**config.mk**
```make
export PLATFORM = sky130hd
export DESIGN_NAME = alu_issue_arb
export DESIGN_NICKNAME = d
export VERILOG_FILES = /design/src/rtl/alu_issue_arb.sv
export SDC_FILE = /design/constraint.sdc
export NUM_CORES = 1
export LEC_CHECK = 0
export CORE_AREA = 5 5 251 253
export CTS_BUF_LIST = sky130_fd_sc_hd__clkbuf_4
export CTS_CLUSTER_SIZE = 12
export DETAILED_ROUTE_END_ITERATION = 16
export DIE_AREA = 0 0 256 258
export PLACE_DENSITY = 0.45
export SLEW_MARGIN = 20
export SYNTH_ARGS = -nofsm -noshare
export SYNTH_HDL_FRONTEND = slang
export SYNTH_SLANG_ARGS = --single-unit
```
**constraint.sdc**
```tcl
create_clock -name clk -period 6.6 [get_ports clk]
set_clock_uncertainty 0.15 [all_clocks]
set_input_delay 0.99 -clock clk [delete_from_list [all_inputs] [get_ports clk]]
set_output_delay 0.99 -clock clk [all_outputs]
set_load 0.02 [all_outputs]
```
**src/rtl/alu_issue_arb.sv**
```systemverilog
// Issue arbiter feeding one ALU input register from NUM_REQ issue queues.
// Round-robin selection, overridden by the lowest-index requester that has waited STARVE_LIMIT cycles.
module alu_issue_arb #(
  parameter int NUM_REQ      = 4,
  parameter int PAYLOAD_W    = 128,
  parameter int STARVE_LIMIT = 8
) (
  input  logic                           clk,
  input  logic                           reset,
  input  logic                           flush,
  input  logic                           alu_stall,
  input  logic [NUM_REQ-1:0]             req_valid,
  input  logic [NUM_REQ*PAYLOAD_W-1:0]   req_payload,
  output logic [NUM_REQ-1:0]             req_ready,
  output logic                           issue_to_alu_valid,
  output logic [PAYLOAD_W-1:0]           issue_inst
);

  localparam int PTR_W = (NUM_REQ > 1) ? $clog2(NUM_REQ) : 1;
  localparam int CNT_W = 4;
  localparam logic [CNT_W-1:0] LIMIT = CNT_W'(STARVE_LIMIT);

  logic [PTR_W-1:0]     rr_ptr;
  logic [CNT_W-1:0]     wait_cnt [NUM_REQ];
  logic [NUM_REQ-1:0]   starved;
  logic [NUM_REQ-1:0]   grant;
  logic [PTR_W-1:0]     win_idx;
  logic [PTR_W-1:0]     cand;
  logic                 found;
  logic                 xfer;
  logic [PAYLOAD_W-1:0] win_payload;

  // Winner selection: a starved requester beats the round-robin scan.
  always_comb begin
    starved = '0;
    found   = 1'b0;
    win_idx = '0;
    cand    = '0;
    grant   = '0;
    for (int unsigned i = 0; i < NUM_REQ; i++) begin
      starved[i] = req_valid[i] && (wait_cnt[i] == LIMIT);
    end
    for (int unsigned i = 0; i < NUM_REQ; i++) begin
      if (!found && starved[i]) begin
        found   = 1'b1;
        win_idx = PTR_W'(i);
      end
    end
    for (int unsigned k = 0; k < NUM_REQ; k++) begin
      cand = PTR_W'((32'(rr_ptr) + k) % NUM_REQ);
      if (!found && req_valid[cand]) begin
        found   = 1'b1;
        win_idx = cand;
      end
    end
    xfer = found && !alu_stall && !flush && !reset;
    if (xfer) grant[win_idx] = 1'b1;
  end

  always_comb begin
    win_payload = '0;
    for (int unsigned i = 0; i < NUM_REQ; i++) begin
      if (win_idx == PTR_W'(i)) win_payload = req_payload[i*PAYLOAD_W +: PAYLOAD_W];
    end
  end

  assign req_ready = grant;

  always_ff @(posedge clk or posedge reset) begin
    if (reset) begin
      rr_ptr <= '0;
    end else if (xfer) begin
      rr_ptr <= (win_idx == PTR_W'(NUM_REQ - 1)) ? '0 : win_idx + PTR_W'(1);
    end
  end

  // Counters clear on flush/grant/idle, freeze under stall, otherwise saturate at LIMIT.
  always_ff @(posedge clk or posedge reset) begin
    if (reset) begin
      for (int unsigned i = 0; i < NUM_REQ; i++) wait_cnt[i] <= '0;
    end else begin
      for (int unsigned i = 0; i < NUM_REQ; i++) begin
        if (flush || grant[i] || !req_valid[i]) begin
          wait_cnt[i] <= '0;
        end else if (!alu_stall && wait_cnt[i] != LIMIT) begin
          wait_cnt[i] <= wait_cnt[i] + CNT_W'(1);
        end
      end
    end
  end

  always_ff @(posedge clk or posedge reset) begin
    if (reset) begin
      issue_to_alu_valid <= 1'b0;
      issue_inst         <= '0;
    end else if (flush) begin
      issue_to_alu_valid <= 1'b0;
    end else if (!alu_stall) begin
      issue_to_alu_valid <= xfer;
      if (xfer) issue_inst <= win_payload;
    end
  end

endmodule
```
Word level (Yosys, flattened, before mapping)
Cells that the tools add are included.
{"block": "totals", "register_bits": 147}
{"block": "op_classes", "addsub": 8, "n_lt_le_gt_ge": 6, "eq_ne": 12, "muxes": 41, "n_bitwise": 2, "n_reduce_logical": 47}
{"operator": "two-way mux 128 bit", "count": 4}
{"operator": "two-way mux 4 bit", "count": 9}
{"operator": "logical AND 1 bit", "count": 19}
{"operator": "adder 4 x 1 -> 4 bit (second input constant)", "count": 4}
{"operator": "== test 4 bit (second input constant)", "count": 4}
{"operator": "two-way mux 1 bit", "count": 16}
{"operator": "!= test 4 bit (second input constant)", "count": 4}
{"operator": "less-than comparator 2 x 3 -> 1 bit (second input constant)", "count": 5}
{"operator": "logical NOT 1 bit", "count": 14}
{"operator": "two-way mux 2 bit", "count": 7}
{"operator": "binary-select mux 1 bit (select 2 bit)", "count": 4}
{"operator": "logical OR 1 bit", "count": 8}
{"operator": "nonzero test 2 bit", "count": 4}
{"operator": "adder 2 x 1 -> 2 bit (second input constant)", "count": 2}
{"operator": "adder 2 bit (second input constant)", "count": 2}
{"operator": "== test 2 bit (second input constant)", "count": 2}
{"operator": "AND reduction 3 bit", "count": 1}
{"operator": "demux 1 bit (select 2 bit)", "count": 1}
{"operator": "== test 2 x 1 -> 1 bit (second input constant)", "count": 1}
{"operator": ">= comparator 2 x 1 -> 1 bit (second input constant)", "count": 1}
{"operator": "logical NOT 2 bit", "count": 1}
{"operator": "!= test 2 bit (second input constant)", "count": 1}
{"operator": "inverter 1 bit", "count": 2}

Logic depth before layout (Yosys ltp)
Gate-level depths: netlist of the first run.
{"block": "depth", "depth_word": 32, "mapped_depth": 16, "ltp_nobuf": 13}

Worst setup path before layout of the first run
OpenSTA, ideal clock, no wires.
{"block": "synth_path", "path_type": "in2out", "startpoint": "input req_valid[3]", "endpoint": "output req_ready[3]", "arrival_time_ps": 3472, "t_required_ps": 5460, "setup_slack_ps": 1988, "stages": 12, "path_buffers": 5, "cell_sequence": "buf_6 -> mux2_2 -> a211oi_2 -> o2111ai_2 -> nor2_1 -> or2_2 -> ha_1 -> clkbuf_1 -> clkbuf_1 -> clkbuf_1 -> clkbuf_1 -> and2_1"}
{"block": "synth_between", "elab_chain_cells": 20}
{"element": "start: declaration", "line": "12", "rtl": "input logic [NUM_REQ-1:0] req_valid,"}
{"element": "logical AND 1 bit", "line": "41", "rtl": "starved[i] = req_valid[i] && (wait_cnt[i] == LIMIT);"}
{"element": "logical AND 1 bit", "line": "44", "rtl": "if (!found && starved[i]) begin"}
{"element": "two-way mux 1 bit", "line": "44"}
{"element": "logical NOT 1 bit", "line": "51", "rtl": "if (!found && req_valid[cand]) begin"}
{"element": "logical AND 1 bit", "line": "51"}
{"element": "two-way mux 1 bit", "line": "51"}
{"element": "logical NOT 1 bit", "line": "51"}
{"element": "logical AND 1 bit", "line": "51"}
{"element": "(+4 left out)"}
{"element": "logical NOT 1 bit", "line": "51"}
{"element": "logical AND 1 bit", "line": "51"}
{"element": "two-way mux 2 bit", "line": "51"}
{"element": "less-than comparator 2 x 3 -> 1 bit (implied by the code) or >= comparator 2 x 1 -> 1 bit (tied branches)", "line": "57", "rtl": "if (xfer) grant[win_idx] = 1'b1;"}
{"element": "logical AND 1 bit (implied by the code)", "line": "57"}
{"element": "two-way mux 1 bit (implied by the code)", "line": "57"}
{"element": "demux 1 bit (select 2 bit)", "line": "57"}
{"element": "two-way mux 4 bit (*)", "line": "57"}
{"element": "end: declaration", "line": "14", "rtl": "output logic [NUM_REQ-1:0] req_ready,"}
Mark *: on every way between the ends. The rest lies on a longest branch, timed or not. The select of a mux whose other input is x is not followed.

Worst setup path in the final report of the first run
Same ends and word-level chain as after synthesis.

==> results.md, run 1 <==
* Synth-to-layout area growth at 69.5%
* Core footprint at 60800 um^2
* Critical path type: primary input to output port
* Most common cell on crit path: clkdlybuf4s50_1
* Yosys warning total at 0
* Max VDD drop at 213 uV
* Setup_tns at 0 ns
* Sequential cell area fraction in the yosys report at 0.341
* P_leak at 6.79 nW
* Detailed Routing Iterations Pass 1 at 5
* CP required at 5.46 ns
* CTS-repair resized insts at 0
* Max-Slew Margin vs Limit at 0.360
* Placed insts at 2627
* CP cell instances: clkdlybuf4s50_1 > mux2_2 > a211oi_2 > o2111ai_2 > nor2_1 > or2_2 > ha_4 > and2_1 > clkdlybuf4s50_1
* Sequential share of power at 0.203
* Internal reg-to-reg setup slack at 2.59 ns
* Crit path time final at 5.11 ns
* Synthesized area at 10800 um^2
* Avg WL per Cell at 19.5 um
* Final count of hold timing violations at 0
* IO Count at 653
* First-pass GRT wire length at 76100 um
* Final Wtd Congestion at 0.864
* Crit-path slowest cell: clkdlybuf4s50_1
* Via count at 11.6k
* WP buf/inv at 2
* #FFs+latches synth at 147
* Share of cells above drive strength 1 at 0.0990
* Count of cell types in the netlist at 35
* Antenna violations before repair at 6
* Switching part of the total power at 0.475
* CTS tree: built
* Final Max Tran Viols at 0
* Delay of the slowest critical-path stage at 0.64 ns
* Synth Net Count at 1825
* Status: complete, no violations
* DRC viols at 0
* DR iter-0 viols at 649
* Die ar. at 66000 um^2
* CTS sink count at 147
* Clk network pwr share at 0.090
* GR Util All Layers at 0.150
* # setup viols final at 0
* CTS Buffer Depth at 2
* Synth Instances at 1293
* Die W at 256 um
* Min Hold Slack at 0.371 ns
* H-tree depth at 4
* Power, Total at 7.23 mW
* Worst Setup End Kind: output port
* Max-cap viol count at 0
* Vias per inst at 4.34
* Vias in the first global route at 11.9k
* Final worst setup slack at 1.49 ns
* Int Pwr at 3.79 mW
* Largest net degree at the start of global routing at 143
* Filler cell count at 6527
* Worst-Margin Slew at 0.961 ns
* Comb pwr share at 0.707
* Top fanout value on the critical path at 34
* Setup bufs post-CTS at 0
* Hold_sp: issue_inst[22]
* Syn_area_per_cell at 8.35 um^2
* Worst R2R Path Depth at 11
* RSZ-0062 raised after global routing: no
* Clock Latency Late Sink at 0.71 ns
* PD cells at 395 nW/um^2
* Clk slew on worst S/H paths at 0.13 ns
* Worst EP arrival at 3.97 ns
* Hold_buf cts at 0
* Hold depth at 1
* GRT overflow at 0
* FP Rows at 91
* Fin nets at 2388
* Fin cells at 2664
* Hold Path End: issue_inst[22]
* Initial cell density of the core at 0.177
* Detailed Place HPWL at 40100 um
* Setup slack at placement at 1.44 ns
* HP Class: flip-flop to flip-flop
* Die H at 258 um
* CTS Buf Count at 17
* Startpoint of the worst register-to-register path: rr_ptr[1]
* Buffer type at the clock tree root: clkbuf_4
* FF-to-FF End: issue_inst[70]
* CP delay by family, top: buffers and inverters
* Port Buffer Count at 652
* Peak Freq at 196 MHz
* Switching power at 3.43 mW
* Antenna Nets Post-Route at 0
* Fin crit share at 0.774
* Total detailed-routing wirelength at 51800 um
* Worst setup SP type: primary input
cell type report:
class / instances / area, um^2 / share of cell area
Sequential cell: 147 / 3680 / 0.201
Clock inverter: 14 / 163 / 0.00889
Tap cell: 790 / 988 / 0.0541
Clock buffer: 18 / 135 / 0.00739
Antenna cell: 5 / 12.5 / 0.000684
Timing Repair Buffer: 667 / 6700 / 0.366
Multi-Input combinational cell: 1008 / 6550 / 0.358
Inverter: 15 / 61.3 / 0.00335
cell usage in the layout (no fill, tap or decap), types with 3 or more instances in the layout:
cell               n
a211oi_1          21
a21oi_1          263
a31oi_1            5
and2_1             4
buf_12             5
buf_4             10
bufinv_16          3
clkbuf_4          18
clkdlybuf4s50_1  652
clkinv_2           3
clkinv_4           3
dfrtp_1          147
diode_2            5
ha_1               8
ha_4               4
inv_1             14
mux2_2            41
mux2_4            90
mux2i_1            5
nand2_1          258
nand2b_1          13
nand3b_1         131
nor2_1             4
nor3_1             3
o21ai_0          131
or4_1              4
xnor2_1            4
xor2_1             4
per-layer routing:
| layer | track usage | routed length, um | vias up |
|---|---|---|---|
| li1 | - | - | 5681 |
| met4 | 0.0496 | 1130 | 2 |
| met2 | 0.268 | 27100 | 366 |
| met5 | 0 | 16 | - |
| met3 | 0.0437 | 3150 | 59 |
| met1 | 0.172 | 20400 | 5463 |
kinds of logic (layout without fill, tap and decap cells):
kind of cell / Yosys count / in the layout / share of synthesized area
and+or+nand+nor: 426 / 426 / 0.203
DFF: 147 / 147 / 0.341
AOI/OAI and AO/OA: 426 / 426 / 0.206
muxes: 136 / 136 / 0.173
other: 0 / 5 / 0
xor gates and xnor gates: 8 / 8 / 0.00649
buffers and inverters: 138 / 714 / 0.0576
adders and majority gates: 12 / 12 / 0.0139
worst max path at each step:
stage	from	end	cells past startpoint
3_5_place_dp	req_valid[3]	req_ready[3]	9
5_1_grt	req_valid[3]	req_ready[3]	9
4_1_cts	req_valid[3]	req_ready[3]	9
2_1_floorplan	reset	issue_inst[0]	1
6_report	req_valid[3]	req_ready[3]	9
3_3_place_gp	req_valid[3]	req_ready[3]	9
cell usage after synthesis:
| cell type | count | area, um^2 |
|---|---|---|
| nor3_1 | 3 | 15.0 |
| or3_1 | 1 | 6.26 |
| clkbuf_1 | 93 | 349 |
| a211oi_1 | 21 | 158 |
| ha_1 | 12 | 150 |
| a21oi_1 | 263 | 1320 |
| xor2_1 | 4 | 35.0 |
| inv_1 | 15 | 56.3 |
| buf_1 | 12 | 45.0 |
| buf_6 | 13 | 146 |
| mux2i_1 | 5 | 50.1 |
| xnor2_1 | 4 | 35.0 |
| and4b_1 | 2 | 20.0 |
| mux2_2 | 41 | 462 |
| a211oi_2 | 1 | 12.5 |
| or2_2 | 1 | 6.26 |
| o2111ai_2 | 1 | 15.0 |
| nor4_1 | 2 | 12.5 |
| nor2_1 | 4 | 15.0 |
| or4_1 | 4 | 30.0 |
| o21ai_0 | 131 | 656 |
| o21bai_1 | 1 | 7.51 |
| a22oi_1 | 1 | 7.51 |
| buf_2 | 5 | 25.0 |
| o2bb2ai_1 | 1 | 8.76 |
| nand3b_1 | 131 | 983 |
| o21a_1 | 1 | 7.51 |
| dfrtp_1 | 147 | 3680 |
| and2_1 | 4 | 25.0 |
| nand4b_1 | 2 | 17.5 |
| nand2b_1 | 13 | 81.3 |
| nand2_1 | 258 | 968 |
| mux2_4 | 90 | 1350 |
| nor2b_1 | 1 | 6.26 |
| a31oi_1 | 5 | 31.3 |
power by group through the flow:
stage | combinational, mW | sequential, mW | clock, mW
after CTS | 5.20 | 1.47 | 0.705
final | 5.11 | 1.47 | 0.651
after global routing | 5.61 | 1.52 | 0.725
after detailed placement | 5.19 | 1.48 | 0
after global placement | 5.17 | 1.48 | 0
after floorplan | 2.81 | 1.85 | 0
state kept, by name (all words and copies together), names as in the netlist:
register and cells:
issue_inst 128, wait_cnt 16, issue_to_alu_valid 1, rr_ptr 2
per-stage QoR:
stage | area (um^2) | util
final | 18300 | 0.301
after global routing | 18300 | 0.301
after CTS | 18300 | 0.301
after detailed placement | 18000 | 0.296
after global placement | 18000 | 0.296
after floorplan | 10800 | -
(Power assumes the default switching activity.)
==> inputs of run 2 (changes only) <==
CORE_AREA = 5 5 250 252   (was 5 5 251 253)
DIE_AREA = 0 0 255 257   (was 0 0 256 258)
PLACE_DENSITY = 0.46   (was 0.45)
clock period = 4.6 ns   (was 6.6 ns; I/O delays follow)
==> results.md, run 2 (synthesis results as in run 1) <==
* Fin crit share at 0.935
* PD cells at 567 nW/um^2
* Via count at 11.7k
* Initial cell density of the core at 0.180
* Worst-Margin Slew at 0.847 ns
* GRT overflow at 0
* Switching part of the total power at 0.473
* Most common cell after layout, fill and taps aside: clkdlybuf4s50_1
* IO Count at 653
* Max-cap viol count at 0
* CTS tree: built
* Final count of hold timing violations at 0
* DR iter-0 viols at 624
* Commonest non-fill, non-tap cells in the layout: clkdlybuf4s50_1, a21oi_1, nand2_1, dfrtp_1
* Avg WL per Cell at 19.7 um
* Sequential share of power at 0.201
* H-tree depth at 4
* CTS sink count at 147
* Detailed Routing Iterations Pass 1 at 5
* Core footprint at 59900 um^2
* Peak Freq at 233 MHz
* Worst EP arrival at 3.46 ns
* Largest net degree at the start of global routing at 141
* HP Class: primary input to asynchronous set/reset pin
* CP required at 3.76 ns
* Delay of the slowest critical-path stage at 0.65 ns
* Min Hold Slack at 0.365 ns
* GR Util All Layers at 0.153
* Setup bufs post-CTS at 0
* Filler cell count at 6409
* Comb pwr share at 0.716
* Largest Register: issue_inst
* P_leak at 6.87 nW
* DRC viols at 0
* FP Rows at 90
* Final Wtd Congestion at 0.847
* Clk slew on worst S/H paths at 0.15 ns
* Clock Latency Late Sink at 0.70 ns
* WP buf/inv at 1
* Share of cells above drive strength 1 at 0.101
* Crit-path slowest cell: clkdlybuf4s50_1
* Die ar. at 65500 um^2
* Buffer type at the clock tree root: clkbuf_4
* Max reg flops at 128
* Worst Setup End Kind: output port
* Max-Slew Margin vs Limit at 0.434
* Placed Area at 18100 um^2
* Final Max Tran Viols at 0
* CP delay by family, top: buffers and inverters
* Fin nets at 2396
* Post-route cell area at 18400 um^2
* Top fanout value on the critical path at 12
* Clk network pwr share at 0.083
* Antenna violations before repair at 11
* Power, Total at 10.4 mW
* Port Buffer Count at 652
* Switching power at 4.94 mW
* Critical path type: flip-flop to output port
* Int Pwr at 5.50 mW
* Die W at 255 um
* Vias per inst at 4.38
* Max VDD drop at 455 uV
* Antenna Nets Post-Route at 0
* Synth-to-layout area growth at 70.7%
* # setup viols final at 0
* Crit path time final at 4.30 ns
* CTS Buffer Depth at 2
* RSZ-0062 raised after global routing: no
* Total detailed-routing wirelength at 52600 um
* CP cell instances: mux2_2 > a21oi_1 > o21ai_0 > nor2_1 > ha_4 > and2_1 > clkdlybuf4s50_1
* Status: complete, no violations
* Worst setup SP type: flip-flop
* CTS Buf Count at 17
* Vias in the first global route at 12.1k
* Top Registers: issue_inst x128, wait_cnt x16, rr_ptr x2
* Die H at 257 um
* First-pass GRT wire length at 76200 um
* Setup_tns at 0 ns
* Detailed Place HPWL at 40100 um
[run 2: cell types whose count changed in the layout (fill, tap and decap cells not counted), moves of 2 or more]
| cell | change |
|---|---|
| inv_6 | -2 |
| buf_12 | +8 |
| clkdlybuf4s50_1 | -2 |
| dlymetal6s2s_1 | +2 |
| diode_2 | +5 |
| clkinv_1 | +2 |
[run 2: worst paths after layout]
kind	from	to	slack (ns)	cells past startpoint
setup / recovery	rr_ptr[1]	req_ready[0]	0.30	7
hold / removal	reset	issue_inst[13]	0.37	2
setup reg to reg	rr_ptr[0]	issue_inst[116]	0.97	13
hold reg to reg	issue_inst[63]	issue_inst[63]	0.37	1
max in group asynchronous	reset	issue_inst[121]	3.10	3
min in group clk	issue_inst[63]	issue_inst[63]	0.37	1
[run 2: power groups by stage]
| stage | clock network [mW] | registers (mW) | logic, mW |
|---|---|---|---|
| 2_1_floorplan | 0 | 2.65 | 4.03 |
| 3_3_place_gp | 0 | 2.11 | 7.54 |
| 3_5_place_dp | 0 | 2.12 | 7.56 |
| 4_1_cts | 0.936 | 2.11 | 7.58 |
| 5_1_grt | 0.979 | 2.17 | 8.19 |
| 6_report | 0.868 | 2.10 | 7.47 |
[run 2: through the flow]
| step | std cells | utilization | setup slack (ns) |
|---|---|---|---|
| floorplan | 1293 | - | 0.588 |
| global route | 2667 | 0.307 | 0.0184 |
| finish | 2667 | 0.307 | 0.301 |
| detailed placement | 2627 | 0.303 | 0.288 |
| CTS | 2657 | 0.307 | 0.106 |
| global placement | 2627 | 0.303 | 0.356 |
[run 2: what timing repair did]
item	in CTS	in global routing
endpoints found under the setup margin	0	3
hold endpoints to repair	0	0
resized for setup	0	3
hold buffers	0	0
[run 2: routing by layer]
metal | wire (um) | track usage | up-vias
li1 | - | - | 5691
met3 | 3250 | 0.0400 | 54
met4 | 1180 | 0.0490 | 4
met1 | 21000 | 0.179 | 5554
met2 | 27100 | 0.271 | 380
met5 | 27 | 0 | -
[run 2: area by class of cell]
cell class              instances  area [um^2]  area share
multi-input cells            1008         6550       0.356
flip-flops and latches        147         3680       0.200
repair buffers                675         6870       0.373
well taps                     782          978      0.0531
clock buffers                  18          135     0.00734
clock inverters                12          118     0.00639
inverters                      15         60.1     0.00326
diodes                         10         25.0     0.00136
[run 2: worst reg2reg max path, cell delays in order, from the launching register on]
cell       delay (ns)
dfrtp_1          0.56
mux2_2           0.39
a211oi_2         0.32
o2111ai_2        0.21
nor2_1           0.17
or2_2            0.19
ha_4             0.18
buf_12           0.23
buf_4            0.32
nand3b_1         0.15
a21oi_1          0.07
a21oi_1          0.17
o21ai_0          0.12
mux2_4           0.29
